===== src/rtl/uart_tx_arbiter_pkg.sv =====
// ============================================================================
// uart_pkg : shared types and constants for the UART transmit arbiter
// Rev 1.0
// ============================================================================
`default_nettype none

package uart_pkg;

    localparam int c_DATA_WIDTH_DEFAULT = 8;

    typedef enum logic [1:0] {
        IDLE      = 2'd0,
        ISSUE     = 2'd1,
        WAIT_ACK  = 2'd2,
        WAIT_DONE = 2'd3
    } state_t;

    // Round-robin successor of a granted index
    function automatic int rr_next(input int g, input int n);
        return (g == n - 1) ? 0 : g + 1;
    endfunction

endpackage

`default_nettype wire


===== src/rtl/uart_tx_arbiter_if.sv =====
// ============================================================================
// uart_tx_arbiter_if : requester handshake and transmitter-side signal bundle
// Rev 1.0
// ============================================================================
`default_nettype none

interface uart_tx_arbiter_if import uart_pkg::*; #(
    parameter int N_REQ      = 4,
    parameter int DATA_WIDTH = c_DATA_WIDTH_DEFAULT
);
    localparam int GW = $clog2(N_REQ);

    logic                        en;
    logic [N_REQ-1:0]            req_valid;
    logic [N_REQ*DATA_WIDTH-1:0] req_data;
    logic [N_REQ-1:0]            req_ready;
    logic [DATA_WIDTH-1:0]       tx_din;
    logic                        tx_req;
    logic                        tx_busy;
    logic [GW-1:0]               grant_id;
    logic                        active;
    logic                        timeout_err;

    modport master (
        input  en, req_valid, req_data, tx_busy,
        output req_ready, tx_din, tx_req, grant_id, active, timeout_err
    );

    modport slave (
        output en, req_valid, req_data, tx_busy,
        input  req_ready, tx_din, tx_req, grant_id, active, timeout_err
    );

endinterface

`default_nettype wire


===== src/rtl/uart_tx_arbiter_rr_pick.sv =====
// ============================================================================
// uart_rr_pick : combinational round-robin winner search starting at ptr
// Rev 1.0
// ============================================================================
`default_nettype none

module uart_rr_pick import uart_pkg::*; #(
    parameter int N_REQ = 4
) (
    input  wire logic [N_REQ-1:0]         req,
    input  wire logic [$clog2(N_REQ)-1:0] ptr,
    output logic      [$clog2(N_REQ)-1:0] gnt_idx,
    output logic                          any
);
    localparam int GW = $clog2(N_REQ);

    logic [N_REQ-1:0]   w_mask;
    logic [2*N_REQ-1:0] w_dbl;
    logic               w_found;

    always_comb begin
        w_mask = '0;
        for (int i = 0; i < N_REQ; i++) begin
            w_mask[i] = (i >= int'(ptr));
        end
    end

    // Lower half holds requests at or above ptr, upper half the wrapped copy
    assign w_dbl = {req, req & w_mask};

    always_comb begin
        gnt_idx = '0;
        w_found = 1'b0;
        for (int i = 0; i < 2*N_REQ; i++) begin
            if (!w_found && w_dbl[i]) begin
                w_found = 1'b1;
                gnt_idx = (i >= N_REQ) ? GW'(i - N_REQ) : GW'(i);
            end
        end
    end

    assign any = |req;

endmodule

`default_nettype wire


===== src/rtl/uart_tx_arbiter.sv =====
// ============================================================================
// uart_tx_arbiter : round-robin sharing of one UART transmitter among N_REQ
// Rev 1.0
// ============================================================================
`default_nettype none

module uart_tx_arbiter import uart_pkg::*; #(
    parameter int N_REQ       = 4,
    parameter int DATA_WIDTH  = c_DATA_WIDTH_DEFAULT,
    parameter int ACK_TIMEOUT = 8
) (
    input  wire logic          CLK,
    input  wire logic          rst_n,
    uart_tx_arbiter_if.master  bus
);
    localparam int GW = $clog2(N_REQ);
    localparam int CW = $clog2(ACK_TIMEOUT);

    state_t                r_state;
    state_t                w_state_nxt;

    logic [GW-1:0]         r_rr_ptr;
    logic [GW-1:0]         w_pick_idx;
    logic                  w_pick_any;
    logic [DATA_WIDTH-1:0] w_pick_data;
    logic [N_REQ-1:0]      w_pick_onehot;

    logic [CW-1:0]         r_ack_cnt;

    logic                  w_grant;
    logic                  w_ack_clr;
    logic                  w_ack_inc;
    logic                  w_timeout;
    logic                  w_done;

    logic                  r_tx_req;
    logic [DATA_WIDTH-1:0] r_tx_din;
    logic [N_REQ-1:0]      r_req_ready;
    logic [GW-1:0]         r_grant_id;
    logic                  r_active;
    logic                  r_timeout_err;

    uart_rr_pick #(
        .N_REQ (N_REQ)
    ) u_pick (
        .req     (bus.req_valid),
        .ptr     (r_rr_ptr),
        .gnt_idx (w_pick_idx),
        .any     (w_pick_any)
    );

    assign w_pick_data   = bus.req_data[int'(w_pick_idx)*DATA_WIDTH +: DATA_WIDTH];
    assign w_pick_onehot = N_REQ'(1) << w_pick_idx;

    always_ff @(posedge CLK or negedge rst_n) begin
        if (!rst_n) begin
            r_state <= IDLE;
        end else begin
            r_state <= w_state_nxt;
        end
    end

    always_comb begin
        w_state_nxt = r_state;
        w_grant     = 1'b0;
        w_ack_clr   = 1'b0;
        w_ack_inc   = 1'b0;
        w_timeout   = 1'b0;
        w_done      = 1'b0;
        case (r_state)
            IDLE: begin
                // A busy line here belongs to someone else; hold off
                if (bus.en && w_pick_any && !bus.tx_busy) begin
                    w_grant     = 1'b1;
                    w_state_nxt = ISSUE;
                end
            end
            ISSUE: begin
                w_ack_clr   = 1'b1;
                w_state_nxt = WAIT_ACK;
            end
            WAIT_ACK: begin
                if (bus.tx_busy) begin
                    w_state_nxt = WAIT_DONE;
                end else if (r_ack_cnt == CW'(ACK_TIMEOUT - 1)) begin
                    w_timeout   = 1'b1;
                    w_state_nxt = IDLE;
                end else begin
                    w_ack_inc   = 1'b1;
                end
            end
            WAIT_DONE: begin
                if (!bus.tx_busy) begin
                    w_done      = 1'b1;
                    w_state_nxt = IDLE;
                end
            end
            default: begin
                w_state_nxt = IDLE;
            end
        endcase
    end

    always_ff @(posedge CLK or negedge rst_n) begin
        if (!rst_n) begin
            r_tx_req      <= 1'b0;
            r_tx_din      <= '0;
            r_req_ready   <= '0;
            r_grant_id    <= '0;
            r_active      <= 1'b0;
            r_timeout_err <= 1'b0;
            r_rr_ptr      <= '0;
            r_ack_cnt     <= '0;
        end else begin
            r_tx_req      <= w_grant;
            r_req_ready   <= w_grant ? w_pick_onehot : '0;
            r_timeout_err <= w_timeout;

            if (w_grant) begin
                r_tx_din   <= w_pick_data;
                r_grant_id <= w_pick_idx;
                r_rr_ptr   <= GW'(rr_next(int'(w_pick_idx), N_REQ));
                r_active   <= 1'b1;
            end else if (w_timeout || w_done) begin
                r_active   <= 1'b0;
            end

            if (w_ack_clr) begin
                r_ack_cnt <= '0;
            end else if (w_ack_inc) begin
                r_ack_cnt <= r_ack_cnt + 1'b1;
            end
        end
    end

    assign bus.tx_req      = r_tx_req;
    assign bus.tx_din      = r_tx_din;
    assign bus.req_ready   = r_req_ready;
    assign bus.grant_id    = r_grant_id;
    assign bus.active      = r_active;
    assign bus.timeout_err = r_timeout_err;

endmodule

`default_nettype wire


===== src/flat_wrapper.sv =====
// flat-port wrapper written by rule: the top's interface ports become plain ports
module uart_tx_arbiter_flat import uart_pkg::*;
#(
    parameter int N_REQ       = 4,
    parameter int DATA_WIDTH  = c_DATA_WIDTH_DEFAULT,
    parameter int ACK_TIMEOUT = 8
)
  (CLK, rst_n, bus_en, bus_req_valid, bus_req_data, bus_tx_busy, bus_req_ready, bus_tx_din, bus_tx_req, bus_grant_id, bus_active, bus_timeout_err);
  uart_tx_arbiter_if #(.N_REQ(N_REQ), .DATA_WIDTH(DATA_WIDTH)) bus_i ();
  input  wire logic CLK;
  input  wire logic rst_n;
  input wire logic [$bits(bus_i.en)-1:0] bus_en;
  input wire logic [$bits(bus_i.req_valid)-1:0] bus_req_valid;
  input wire logic [$bits(bus_i.req_data)-1:0] bus_req_data;
  input wire logic [$bits(bus_i.tx_busy)-1:0] bus_tx_busy;
  output wire logic [$bits(bus_i.req_ready)-1:0] bus_req_ready;
  output wire logic [$bits(bus_i.tx_din)-1:0] bus_tx_din;
  output wire logic [$bits(bus_i.tx_req)-1:0] bus_tx_req;
  output wire logic [$bits(bus_i.grant_id)-1:0] bus_grant_id;
  output wire logic [$bits(bus_i.active)-1:0] bus_active;
  output wire logic [$bits(bus_i.timeout_err)-1:0] bus_timeout_err;
  assign bus_i.en = bus_en;
  assign bus_i.req_valid = bus_req_valid;
  assign bus_i.req_data = bus_req_data;
  assign bus_i.tx_busy = bus_tx_busy;
  assign bus_req_ready = bus_i.req_ready;
  assign bus_tx_din = bus_i.tx_din;
  assign bus_tx_req = bus_i.tx_req;
  assign bus_grant_id = bus_i.grant_id;
  assign bus_active = bus_i.active;
  assign bus_timeout_err = bus_i.timeout_err;
  uart_tx_arbiter #(.N_REQ(N_REQ), .DATA_WIDTH(DATA_WIDTH), .ACK_TIMEOUT(ACK_TIMEOUT)) u_core (.CLK(CLK), .rst_n(rst_n), .bus(bus_i));
endmodule

===== config.mk =====
export PLATFORM = sky130hd
export DESIGN_NAME = uart_tx_arbiter_flat
export DESIGN_NICKNAME = d
export VERILOG_FILES = /design/src/rtl/uart_tx_arbiter_pkg.sv /design/src/rtl/uart_tx_arbiter_if.sv /design/src/rtl/uart_tx_arbiter_rr_pick.sv /design/src/rtl/uart_tx_arbiter.sv /design/src/flat_wrapper.sv
export SDC_FILE = /design/constraint.sdc
export NUM_CORES = 1
export LEC_CHECK = 0
export BUFFER_PORTS_ARGS = -buffer_cell sky130_fd_sc_hd__buf_2
export CORE_MARGIN = 2
export CORE_UTILIZATION = 42
export DETAILED_ROUTE_END_ITERATION = 12
export GPL_ROUTABILITY_DRIVEN = 1
export HOLD_SLACK_MARGIN = 0.08
export PLACE_DENSITY = 0.73
export SETUP_SLACK_MARGIN = 0.15
export SYNTH_ARGS = -nofsm -noshare
export SYNTH_HDL_FRONTEND = slang
export SYNTH_SLANG_ARGS = --single-unit
export TNS_END_PERCENT = 30

===== constraint.sdc =====
create_clock -name CLK -period 1.5 [get_ports CLK]
set_input_delay 0.3 -clock CLK [delete_from_list [all_inputs] [get_ports CLK]]
set_output_delay 0.3 -clock CLK [all_outputs]
set_load 0.005 [all_outputs]

==> qor.yml <==
cp_top_family: "flip-flops"
cts.clk_slew.worst_paths_ns: 0.12
total_power_mw: 2.93
gr-total-overflow: 0
antenna_cells: 0
worstPathRequired_ns: 1.69
synth_edf_count: 0
fp.dieH_microns: 59.5
ios: 57
max_stage_delay_ns: 0.44
post-route-min-period_ns: 1.59
worstSkewPairLatency_ns: 0.30
drt-vias-per-instance: 5.46
synthCells: 120
r2r-end: "u_core.bus.tx_din[0]$_DFFE_PN0P_"
max_freq_mhz: 630
clock_path_buffers: 2
drc: 0
pwr-share-comb: 0.556
path_depth: 6
synth-seq-cells: 24
worst-path-buf-inv: 2
register_area_sq_um: 601
p_leak_nw: 1.06
synth-async-reset-ratio: 1.00
worstSetupStartpointType: "register"
firstDrtPassIters: 4
relSlewSlack: 0.645
port_buffers: 56
yosysUniqueCellTypes: 28
violations: "negative setup slack"
grt_use_total: 0.198
cp_max_fo: 5
gp_congestion: 0.863
setup_viol: 12
drt_wl_total_microns: 3510
tritoncts: "built"
cts.sinks: 24
syn-num-nets: 166
hold_path.class: "primary input to register"
grt_pass1_wl_microns: 5290
multi_input_area_sq_um: 782
finalCritPeriodShare: 1.06
maxCapViolations: 0
nets: 244
peakVddDrop_uv: 759
cts_max_level: 1
min_from: "bus_req_data[22]"
avgRoutedWirePerCell_microns: 15.3
drv_slew: 0
yosysMostFrequentCell: "nand2_1"
cts-root-buf: "clkbuf_4"
yosysWarnings: 0
cp_cell_sequence: "nor2b_2, o32ai_4, buf_6, buf_12, mux2i_1, o221ai_1"
synthTopCellsByArea: "dfrtp_1 (46%), mux2i_1 (12%), nand2_1 (7.3%)"
drive_gt1_frac: 0.556
power_switching_share: 0.364
tightestPinTransition_ns: 0.532
core.rowCount: 20
power_frac_clock: 0.093
p_per_area_mw_per_mm2: 1450
holdPathEnd: "u_core.bus.tx_din[6]$_DFFE_PN0P_"
rsz0062_at_grt: "true"
postSynthAreaPerCell_sq_um: 10.8
grt_pass1_vias: 1200
cp_slowest_cell: "dfrtp_1"
core_sq_mm: 0.00298
worstPathArrival_ns: 1.77
switching_power_mw: 1.07
hold_violations: 0
status: "finished with violations"
die-area_sq_mm: 0.00354
dr_total_vias: 1251
crit_path_end_kind: "register"
seqPwrFrac: 0.351
ant_nets: 0
ys_seq_area_frac: 0.465
stdcell_count: 229
finClkSkew_ns: 0.00244
layout_setup_ws_ns: -0.0861
cts_buffers: 3
netlist.area_leader.share: 0.465
synthToLayoutAreaGrowth_pct: 56.1
grt_max_degree: 25
holdPathStages: 3
reg2regPathDepth: 6
antenna_found_initial: 0
synth_area_sq_mm: 0.00129
worstReg2RegStart: "u_core.r_rr_ptr[0]$_DFFE_PN0P_"
intPower_mw: 1.86
dp_hpwl_microns: 2330
synthFlopType: "dfrtp_1"
synthTopCellsByCount: "nand2_1 (25), dfrtp_1 (24), mux2i_1 (16), o221ai_1 (8), ha_1 (6)"
fill_cells: 202
critPathKind: "register to register"
synth_area_leader_cell: "dfrtp_1"
placedCellCount: 218
first_iter_violations: 42
initial_core_util: 0.434
chipWidth_microns: 59.5
rrSetupSlack_ns: -0.09
[cell families after synthesis]
family	share of synthesized area
compound gates	0.154
fa+ha+maj	0.0581
mux	0.124
buf+inv	0.0484
flops	0.465
simple gates	0.151
[how the worst max path moves through the flow]
stage / from / to
global route: u_core.r_rr_ptr[0]$_DFFE_PN0P_ / u_core.bus.tx_din[1]$_DFFE_PN0P_
finish: u_core.r_rr_ptr[0]$_DFFE_PN0P_ / u_core.bus.tx_din[0]$_DFFE_PN0P_
floorplan: bus_req_valid[2] / u_core.r_rr_ptr[1]$_DFFE_PN0P_
detailed placement: bus_req_valid[2] / u_core.bus.tx_din[1]$_DFFE_PN0P_
CTS: u_core.r_rr_ptr[0]$_DFFE_PN0P_ / u_core.r_rr_ptr[1]$_DFFE_PN0P_
global placement: bus_req_valid[2] / u_core.bus.tx_din[1]$_DFFE_PN0P_
[worst reg2reg max path: cells and delay by family (launching register included)]
| kind | cells | cell delay (ns) |
|---|---|---|
| mux | 1 | 0.18 |
| buf+inv | 2 | 0.31 |
| simple gates | 1 | 0.09 |
| flops | 1 | 0.44 |
| compound gates | 2 | 0.44 |
[power groups by stage]
stage	clock network (mW)	registers, mW	logic [mW]
final	0.272	1.03	1.63
after CTS	0.280	1.02	1.44
after detailed placement	0	1.03	1.17
after global routing	0.305	1.05	1.77
after global placement	0	1.02	1.12
after floorplan	0	1.01	0.741
[placed cells by master (no fill, tap or decap), types with 3 or more instances in the layout]
cell type  netlist  layout
buf_2            1      56
nand2_1         25      24
dfrtp_1         24      24
mux2i_1         16      14
buf_4            1      13
o221ai_1         8       7
buf_6            1       4
a22o_1           3       3
ha_4             0       3
clkbuf_4         0       3
[final cells by class]
| class | instances | share of cell area |
|---|---|---|
| clock buffers | 3 | 0.0112 |
| inverters | 3 | 0.00930 |
| repair buffers | 79 | 0.274 |
| well taps | 33 | 0.0205 |
| multi-input cells | 87 | 0.387 |
| flip-flops and latches | 24 | 0.298 |
[sequential cells by signal (all words and copies together) (netlist names)]
register and cells:
u_core.bus.active 1, u_core.bus.req_ready 4, u_core.bus.grant_id 2, u_core.r_state 2, u_core.bus.tx_din 8, u_core.bus.timeout_err 1, u_core.r_rr_ptr 2, u_core.bus.tx_req 1
u_core.r_ack_cnt 3
[routing by layer]
| layer | wire, microns | GRT usage | up-vias |
|---|---|---|---|
| met3 | 165 | 0.0371 | 8 |
| li1 | - | - | 583 |
| met5 | 0 | 0 | - |
| met4 | 65 | 0.0844 | 0 |
| met2 | 1790 | 0.341 | 45 |
| met1 | 1490 | 0.241 | 615 |
[through the flow]
| step | TNS [ns] | worst slack, ns | area [sq um] | util | hold WS (ns) |
|---|---|---|---|---|---|
| 5_1_grt | -1.62 | -0.158 | 2020 | 0.678 | 0.286 |
| 3_5_place_dp | -2.73 | -0.259 | 1750 | 0.589 | 0.312 |
| 6_report | -0.637 | -0.0861 | 2020 | 0.678 | 0.288 |
| 2_1_floorplan | -0.874 | -0.0978 | 1330 | - | 0.00441 |
| 3_3_place_gp | -1.88 | -0.180 | 1750 | 0.589 | 0.316 |
| 4_1_cts | -0.243 | -0.0298 | 1920 | 0.645 | 0.292 |
[repair_timing]
action                                 4_1_cts  5_1_grt
hold buffers                                 1        0
pin swaps                                    5       16
setup buffers                                4        0
setup endpoints to repair                   20       21
gates cloned                                 2        1
gates resized for setup                     16       18
endpoints found under the hold margin       24        0
(Power assumes the default switching activity.)
